### src/rtl/uart_tx_ctrl.sv
// UART transmit controller: sequences start, LSB-first data, optional parity
// and stop for each accepted byte. It drives the select, data and parity
// inputs of the registered TX output mux, at one bit per CLK cycle.
// mux_sel encoding: 00 start, 01 stop/idle, 10 data, 11 parity.
module uart_tx_ctrl #(
    parameter int DATA_WIDTH = 8,
    parameter int CNT_W      = 4
) (
    input  logic                  CLK,
    input  logic                  RST,
    input  logic [DATA_WIDTH-1:0] P_DATA,
    input  logic                  DATA_VALID,
    input  logic                  PAR_EN,
    input  logic                  PAR_TYP,
    output logic [1:0]            mux_sel,
    output logic                  ser_data,
    output logic                  par_bit,
    output logic                  busy,
    output logic                  DATA_ACK
);

    typedef enum logic [2:0] {
        IDLE   = 3'd0,
        START  = 3'd1,
        DATA   = 3'd2,
        PARITY = 3'd3,
        STOP   = 3'd4
    } state_t;

    state_t                state;
    state_t                next_state;
    logic [DATA_WIDTH-1:0] shreg;
    logic [CNT_W-1:0]      bit_cnt;
    logic                  par_en_q;
    logic                  accept;
    logic                  last_bit;

    // A byte is taken only while the line is idle or finishing a stop bit,
    // so back-to-back frames need no idle gap between them.
    assign accept   = DATA_VALID && ((state == IDLE) || (state == STOP));
    assign last_bit = (bit_cnt == CNT_W'(DATA_WIDTH - 1));
    assign ser_data = shreg[0];

    // State register; reset forces IDLE at once, even in the middle of a frame.
    always_ff @(posedge CLK or posedge RST) begin
        if (RST) begin
            state <= IDLE;
        end else begin
            state <= next_state;
        end
    end

    // Next-state logic and Moore output decode (outputs depend on state only).
    always_comb begin
        next_state = state;
        mux_sel    = 2'b01;
        busy       = 1'b0;
        DATA_ACK   = 1'b0;
        case (state)
            IDLE: begin
                if (accept) begin
                    next_state = START;
                end
            end
            START: begin
                mux_sel    = 2'b00;
                busy       = 1'b1;
                DATA_ACK   = 1'b1;
                next_state = DATA;
            end
            DATA: begin
                mux_sel = 2'b10;
                busy    = 1'b1;
                if (last_bit) begin
                    next_state = par_en_q ? PARITY : STOP;
                end
            end
            PARITY: begin
                mux_sel    = 2'b11;
                busy       = 1'b1;
                next_state = STOP;
            end
            STOP: begin
                busy       = 1'b1;
                next_state = accept ? START : IDLE;
            end
            default: begin
                next_state = IDLE;
            end
        endcase
    end

    // Frame datapath: capture the byte and its parity on acceptance, then
    // shift one bit out per DATA cycle while counting the bits sent.
    always_ff @(posedge CLK or posedge RST) begin
        if (RST) begin
            shreg    <= '0;
            bit_cnt  <= '0;
            par_en_q <= 1'b0;
            par_bit  <= 1'b0;
        end else if (accept) begin
            shreg    <= P_DATA;
            par_en_q <= PAR_EN;
            par_bit  <= PAR_TYP ? ~^P_DATA : ^P_DATA;
        end else if (state == START) begin
            bit_cnt <= '0;
        end else if (state == DATA) begin
            shreg   <= shreg >> 1;
            bit_cnt <= bit_cnt + CNT_W'(1);
        end
    end

endmodule

### config.mk
export PLATFORM = sky130hd
export DESIGN_NAME = uart_tx_ctrl
export DESIGN_NICKNAME = d
export VERILOG_FILES = /design/src/rtl/uart_tx_ctrl.sv
export SDC_FILE = /design/constraint.sdc
export NUM_CORES = 1
export LEC_CHECK = 0
export CELL_PAD_IN_SITES_DETAIL_PLACEMENT = 1
export CELL_PAD_IN_SITES_GLOBAL_PLACEMENT = 2
export CORE_MARGIN = 2
export CORE_UTILIZATION = 31
export DETAILED_ROUTE_END_ITERATION = 6
export GPL_ROUTABILITY_DRIVEN = 0
export PLACE_DENSITY = 0.83
export SLEW_MARGIN = 20
export SYNTH_ARGS = -nofsm -noshare
export SYNTH_HDL_FRONTEND = slang
export SYNTH_SLANG_ARGS = --single-unit
### constraint.sdc
create_clock -name CLK -period 1.6 [get_ports CLK]
set_input_delay 0.16 -clock CLK [delete_from_list [all_inputs] [get_ports CLK]]
set_output_delay 0.16 -clock CLK [all_outputs]
set_load 0.05 [all_outputs]
Word level (Yosys, flattened, before mapping)

Index checks and enable logic that the tools add are counted.

Output and inout bits: 6
Register bits: 17
Input port bits: 13
Word-level logic and storage cells: 40

Muxes and demuxes: 14
Eq/ne operators: 8
Bitwise gates (word level): 1
Reductions and logical operators: 11
Add/sub/neg operators: 1

Operator list:

| cell                | count |
|---|---|
| $mux 8              | 3 |
| $pmux 3 s5          | 1 |
| $mux 3              | 3 |
| $mux 4              | 2 |
| $reduce_xnor 8->1   | 1 |
| $reduce_xor 8->1    | 1 |
| $eq 3x2->1 const B  | 2 |
| $ne 2x2->1 const B  | 3 |
| $pmux 2 s3          | 1 |
| $reduce_and 2->1    | 3 |
| $add 4x1->4 const B | 1 |
| $eq 4x3->1 const B  | 1 |
| $mux 1              | 4 |
| $reduce_bool 2->1   | 2 |
| $reduce_or 4->1     | 1 |
| $eq 3x1->1 const B  | 1 |
| $eq 3x3->1 const B  | 1 |
| $logic_not 3->1     | 1 |
| $logic_and 1x1->1   | 1 |
| $logic_or 1x1->1    | 1 |
| $not 1->1           | 1 |

Longest topological paths before layout

Gate-level depths: netlist of the first run.

Depth after elaboration: 5
Gate-level depth with buffers: 6
Depth with buffers taken out: 4

Worst setup path after synthesis of the first run

Ideal clock, no wire load.

Path type: flip-flop to flip-flop
Start: register state[2]
End: register bit_cnt[3]
Path buffers: 1
Data required time: 1.470 ns
Cell stages (with the launch flop): 6
Path slack: -1.023 ns
Arrival: 2.494 ns
Library setup time: 0.130 ns
Clock period less this slack: 2.623 ns
Cells stage by stage: dfrtp_1 buf_6 nor3b_1 nor2_2 o21ai_1 o21ai_0

Word-level cells in the longest chain between the ends: 5
Elaborated cells on any way between the ends: 10
Those cells by class: 3 x eq/ne; 1 x mux; 1 x bitwise; 5 x reduce/logical

Ends and longest elaborated chain:

| element                                       | RTL line | RTL |
|---|---|---|
| start: declaration                            | 30       | `state_t state;` |
| start signal: assignment                      | 49       | `state <= next_state;` |
| $eq 3x3->1 or $logic_not 3->1 (tied branches) | 40       | `assign accept = DATA_VALID && ((state == IDLE) \|\| (state == STOP));` |
| $logic_or 1x1->1                              | 40       |  |
| $logic_and 1x1->1                             | 40       |  |
| $not 1->1 (no line)                           | n/a      |  |
| $reduce_and 2->1 (no line)                    | n/a      |  |
| end signal: assignment                        | 109      | `bit_cnt <= bit_cnt + CNT_W'(1);` |
| end: declaration                              | 33       | `logic [CNT_W-1:0] bit_cnt;` |

Several ways; a longest one is shown, not always the timed one.
A chain may end at the register's enable or synchronous reset.

Final worst setup path of the first run

Start: register state[2]
End: output port DATA_ACK

Word-level cells in the longest chain between the ends: 2

Ends and longest elaborated chain:

| element          | RTL line | RTL |
|---|---|---|
| $eq 3x1->1       | 59       | `case (state)` |
| $mux 1           | 59       |  |
| end: declaration | 19       | `output logic DATA_ACK` |

No other way between the ends.

==> results of run 1 <==
critical path, delay by kind of cell, from the launching register on:
kind | cells | cell delay, ps
flops | 1 | 410
buf+inv | 3 | 440
simple gates | 1 | 270
final cells by class:
type                       count  area (sq um)  share of cell area (%)
tap                           31          38.8                    3.06
multi-input combinational     62           470                    37.1
sequential                    17           428                    33.8
timing repair buffer          28           293                    23.1
inverter                       3          11.3                   0.888
clock buffer                   4          26.3                    2.07
cells by family (layout without fill, tap and decap cells):
group / after synthesis / after routing
compound gates: 18 / 18
xor+xnor: 8 / 8
fa+ha+maj: 1 / 1
buf+inv: 7 / 35
flops: 17 / 17
mux: 10 / 10
simple gates: 25 / 25
stage by stage:
step,hold slack (ps),instances
2_1_floorplan,86.1,86
3_3_place_gp,464,137
3_5_place_dp,490,137
4_1_cts,172,145
5_1_grt,209,145
6_report,168,145
registers in the layout, indices dropped and copies added (netlist names):
register and cells:
bit_cnt 4, par_bit 1, par_en_q 1, shreg 8, state 3
metal layers:
layer  part of all wire [%]  up-vias  wire, microns
li1                       -      351              -
met1                     46      346            880
met2                     49       15            934
met3                    3.8        2             72
met4                   0.68        0             13
met5                      0        -              0
layout by cell type, fill, tap and decap left out, types with 2 or more instances in the layout:
cell | synthesis | final
dfrtp_1 | 17 | 15
nand2_1 | 13 | 13
clkdlybuf4s50_1 | 0 | 12
buf_4 | 1 | 10
mux2i_1 | 8 | 8
o21ai_0 | 8 | 7
o21ai_1 | 5 | 6
xnor2_1 | 6 | 6
inv_1 | 3 | 3
clkbuf_4 | 0 | 3
buf_12 | 0 | 3
mux2_2 | 2 | 2
nand2b_1 | 2 | 2
nor3b_4 | 1 | 2
nor2_1 | 2 | 2
buf_6 | 2 | 2
dfrtp_2 | 0 | 2
Yosys cell counts (2+ instances only):
library cell / instances
o21ai_1: 5
inv_1: 3
nand2_1: 13
buf_6: 2
mux2i_1: 8
mux2_2: 2
xnor2_1: 6
dfrtp_1: 17
nor2_1: 2
nand2b_1: 2
nor2_2: 2
o21ai_0: 8
power by group through the flow:
stage / logic [W] / clock network (W) / registers (W)
2_1_floorplan: 0.000972 / 0 / 0.000827
3_3_place_gp: 0.00147 / 0 / 0.000771
3_5_place_dp: 0.00149 / 0 / 0.000782
4_1_cts: 0.00159 / 0.000241 / 0.000766
5_1_grt: 0.00176 / 0.000254 / 0.000797
6_report: 0.00162 / 0.000231 / 0.000768
worst paths after layout:
path / startpoint / endpoint / slack, ps / depth (start not counted)
worst max register to register: state[2] / shreg[0] / 130 / 6
max in group asynchronous: RST / state[1] / 1230 / 3
worst max-delay path: state[2] / DATA_ACK / 40 / 4
worst min-delay path: RST / shreg[3] / 170 / 3
min in group CLK: PAR_EN / par_en_q / 420 / 3
worst min register to register: bit_cnt[3] / bit_cnt[3] / 500 / 1
repair_timing:
action,4_1_cts,5_1_grt
endpoints found under the setup margin,1,8
hold endpoints to repair,0,0
pin swaps,1,1
gates resized for setup,2,5
buffers inserted,4,0
==> qor.yml, run 1 <==
critical_path:
  critPathKind: "register to output pin"
  crit_fanout: 3
  cp.arrival_ps: 1400
  crit_required_ps: 1440
  max_stage_delay_ps: 410
  worstPathCellList: "buf_4, nor3b_4, buf_6, buf_12"
  cp_slowest_cell: "dfrtp_1"
  crit_path_end_kind: "output pin"
  cp-start-kind: "register"
clock_tree:
  cts_tree: "done"
  cts_root_buffer: "clkbuf_4"
  clk_pin_slew_ps: 100
  htree_num_levels: 1
  cts_hold_buf: 0
  cts_num_sinks: 17
  cts_buffers: 3
  clock_latency_ps: 290
  clock_path_buffers: 2
power:
  p_seq_share_pct: 29.4
  p_int_w: 0.00150
  pwr-share-comb_pct: 61.8
  p_leak_nw: 0.560
  p_total_w: 0.00261
  vdd_drop_max_uv: 1360
  p_per_area_mw_per_mm2: 2060
  p_clk_share_pct: 8.8
  p_sw_share_pct: 42.6
  switching_power_w: 0.00111
finish:
  antenna_cells: 0
  finalCoreUtilization_pct: 45.6
  syn2layout_area_growth_pct: 37.3
  final_area_sq_mm: 0.00127
  fill_cells: 326
  layout-drive-gt1-share_pct: 26.3
  fin_nets: 129
global_routing:
  grtUsageMet2_pct: 22.2
  first_global_vias: 774
  gr-usage-met3_pct: 2.20
  top_usage_layer: "met2"
  grt_util_met1_pct: 15.8
  grt_pass1_wl_microns: 3330
  grt_overflow: 0
  antenna_found_initial: 0
  track_usage_pct: 12.9
  grt_start_max_net_pins: 19
placed_design:
  hpwlAfterDp_microns: 1430
  pre_cts_ws_ps: -160
  post_dp_cell_area_sq_mm: 0.00119
  portBuffers: 18
synthesis:
  synth_top_area_share_pct: 46.1
  synth_edf_count: 0
  synth_top_area_cell: "dfrtp_1"
  synth_area_per_cell_sq_um: 10.7
  syn_nets: 100
  yosys-top-cells-area: "dfrtp_1 (46%), mux2i_1 (8.7%), xnor2_1 (5.7%)"
  syn-instance-count: 86
  async_flop_share_pct: 100
  synth_top_family_by_area: "simple AND/OR/NAND/NOR gates"
  synth_ff_type: "dfrtp_1"
  synth_xor_area_share_pct: 9.21
  synthesis.area_sq_um: 923
  yosysSeqAreaShare_pct: 46.1
  synth_compound_area_share_pct: 12.6
  synth_mux_area_share_pct: 11.1
  synthAdderAreaFrac_pct: 1.36
  synth.distinct_cells: 28
  synth-seq-cells: 17
  yosys.area_share.simple_pct: 14.6
  ys_warn_count: 0
timing:
  clock_skew_ps: 8.44
  period_needed_ps: 1560
  slew_viol_final: 0
  worst_slew_pin_slew_ps: 260
  setup_violations: 0
  rsz0062_at_grt: "true"
  hold_viol_final: 0
  fmax_mhz: 640
  slew_headroom_pct: 82.5
  fin_tns_setup_ps: 0
  setup_ws_ps: 38.4
  min_period_over_period_pct: 97.6
drt:
  drt_iter0_markers: 11
  wl_per_cell_microns: 13.1
  drt_wl_total_microns: 1900
  vias_per_cell: 4.92
  first_pass_iters: 3
  detail-route-antenna-nets: 0
  vias: 714
  drc_errors: 0
die:
  rows: 19
  initial_utilization_pct: 33.2
  dieArea_sq_mm: 0.00343
  core_area_sq_mm: 0.00278
  ios: 19
  die_w_microns: 58.6
  die_y_microns: 58.6
status:
  status: "finished clean"
min_path:
  holdCritPathClass: "input pin to async pin"
run:
  max_cap_violations: 0
Power figures use the tool's default switching activity.
==> run 2: changes to the inputs <==
Settings changed: CORE_MARGIN 2 to 1.5.
==> run 2 against run 1 <==
Sequential cell count is the same. Global-route usage grew 1.2 points. Register-to-register slack gained 60 ps. Clock skew shrank 2.4 ps. Fmax grew 1.7%. Total power grew 0.55%. Sequential share of layout area shrank 0.13 points. Via count shrank 0.98%. Sequential power shrank 2%. Clock power is essentially flat. Largest cell class unchanged. Largest power group unchanged.
==> qor.yml, run 2 (synthesized netlist as in run 1, its figures left out) <==
die:
  dieArea_sq_mm: 0.00331  # was 0.00343 sq mm
  die_y_microns: 57.6  # was 58.6 microns
  ios: 19  # unchanged
  core_area_sq_mm: 0.00278  # unchanged
  rows: 19  # unchanged
  initial_utilization_pct: 33.2  # unchanged
  die_w_microns: 57.6  # was 58.6 microns
drt:
  vias_per_cell: 4.88  # was 4.92
  wl_per_cell_microns: 13.9  # was 13.1 microns
  vias: 707  # was 714
  detail-route-antenna-nets: 0  # unchanged
  drt_iter0_markers: 8  # was 11
  first_pass_iters: 4  # was 3
  drt_wl_total_microns: 2010  # was 1900 microns
  drc_errors: 0  # unchanged
clock_tree:
  htree_num_levels: 1  # unchanged
  cts_root_buffer: "clkbuf_4"  # unchanged
  cts_tree: "done"  # unchanged
  clk_pin_slew_ps: 100  # about the same
  cts_buffers: 3  # unchanged
  cts_hold_buf: 0  # unchanged
  clock_latency_ps: 290  # about the same
  cts_num_sinks: 17  # unchanged
  clock_path_buffers: 2  # unchanged
finish:
  layout_common_cells: "dfrtp_1 (17), nand2_1 (13), clkdlybuf4s50_1 (12)"  # was dfrtp_1 (15), nand2_1 (13), clkdlybuf4s50_1 (12)
  syn2layout_area_growth_pct: 37.0  # was 37.3%
  layout_commonest_cell: "dfrtp_1"  # unchanged
  finalCoreUtilization_pct: 45.5  # was 45.6%
  fin_nets: 129  # unchanged
  antenna_cells: 0  # unchanged
  largest_reg_flops: 8  # unchanged
  largestRegisters: "shreg: 8 flops, bit_cnt: 4 flops, state: 3 flops"  # unchanged
  largest-register: "shreg"  # unchanged
  layout-drive-gt1-share_pct: 25.4  # was 26.3%
timing:
  worst_slew_pin_slew_ps: 300  # was 260 ps
  period_needed_ps: 1540  # was 1560 ps
  slew_viol_final: 0  # unchanged
  fmax_mhz: 651  # was 640 MHz
  hold_viol_final: 0  # unchanged
  min_period_over_period_pct: 95.9  # was 97.6%
  clock_skew_ps: 6.08  # was 8.44 ps
  setup_violations: 0  # unchanged
  fin_tns_setup_ps: 0  # unchanged
  whs_ps: 161  # was 168 ps
  slew_headroom_pct: 79.9  # was 82.5%
power:
  vdd_drop_max_uv: 1580  # was 1360 uV
  p_per_area_mw_per_mm2: 2080  # was 2060 mW/mm^2
  p_leak_nw: 0.564  # was 0.560 nW
global_routing:
  grt_pass1_wl_microns: 3490  # was 3330 microns
  grt_start_max_net_pins: 18  # was 19
  first_global_vias: 738  # was 774
  grt_overflow: 0  # unchanged
  track_usage_pct: 14.1  # was 12.9%
  antenna_found_initial: 0  # unchanged
placed_design:
  hpwlAfterDp_microns: 1540  # was 1430 microns
  portBuffers: 18  # unchanged
critical_path:
  crit_fanout: 6  # was 3
  max_stage_delay_ps: 390  # was 410 ps
  cp_slowest_cell: "dfrtp_1"  # unchanged
  crit_required_ps: 1440  # about the same
  critPathKind: "register to output pin"  # unchanged
  cp.arrival_ps: 1380  # was 1400 ps
  crit_path_end_kind: "output pin"  # unchanged
  cp-start-kind: "register"  # unchanged
  worstPathCellList: "buf_4, nor3b_4, nor2_4, buf_6"  # was buf_4, nor3b_4, buf_6, buf_12
  r2r_slack_ps: 190  # was 130 ps
run:
  max_cap_violations: 0  # unchanged
min_path:
  holdCritPathClass: "input pin to async pin"  # unchanged
status:
  status: "finished clean"  # unchanged
## run 2: cell counts in the layout (fill, tap and decap cells not counted)
Identical to the previous run, type by type.
## run 2: path summary, 6_finish.rpt
| check | startpoint | end | depth (start not counted) |
|---|---|---|---|
| worst max-delay path | state[2] | mux_sel[0] | 4 |
| worst min-delay path | RST | shreg[0] | 3 |
| worst max register to register | state[0] | shreg[3] | 5 |
| worst min register to register | bit_cnt[3] | bit_cnt[3] | 1 |
| max in group asynchronous | RST | par_en_q | 3 |
| min in group CLK | PAR_EN | par_en_q | 3 |
## run 2: where the power goes
| group | switching [W] | leakage [nW] | internal, W |
|---|---|---|---|
| Combinational | 0.000864 | 0.334 | 0.000783 |
| Sequential | 0.000127 | 0.215 | 0.000622 |
| Clock | 0.000136 | 0.0150 | 0.0000971 |
| Total | 0.00113 | 0.564 | 0.00150 |
## run 2: critical path, delay by kind of cell (launching register included)
kind                   cells  cell delay [ps]
AND/OR/NAND/NOR            2              360
buffers and inverters      2              330
flip-flops                 1              390
## run 2: cell type report
type                       instances  area (sq um)
fill                             310          1520
sequential                        17           425
timing repair buffer              28           285
tap                               31          38.8
multi-input combinational         62           478
clock buffer                       4          26.3
inverter                           3          11.3
## run 2: stage by stage
| step | total power, W | cells | setup slack (ps) | area [sq um] |
|---|---|---|---|---|
| 2_1_floorplan | 0.00180 | 86 | -11.7 | 940 |
| 3_3_place_gp | 0.00225 | 138 | -111 | 1200 |
| 3_5_place_dp | 0.00230 | 138 | -205 | 1200 |
| 4_1_cts | 0.00261 | 144 | 42.4 | 1240 |
| 5_1_grt | 0.00283 | 145 | -5.43 | 1260 |
| 6_report | 0.00263 | 145 | 65.0 | 1260 |
## run 2: timing repair
action                     4_1_cts  5_1_grt
setup buffers                    3        1
cloned                           0        0
pin swaps                        2        1
resized for setup                1        3
setup endpoints to repair        1        4
## run 2: routing by layer
layer / GRT usage [%] / wire [microns] / share of wire [%]
met5: 0 / 0 / 0
met4: 7.97 / 45 / 2.2
met3: 2.04 / 80 / 4.0
met2: 24.4 / 1070 / 53
met1: 16.7 / 812 / 40
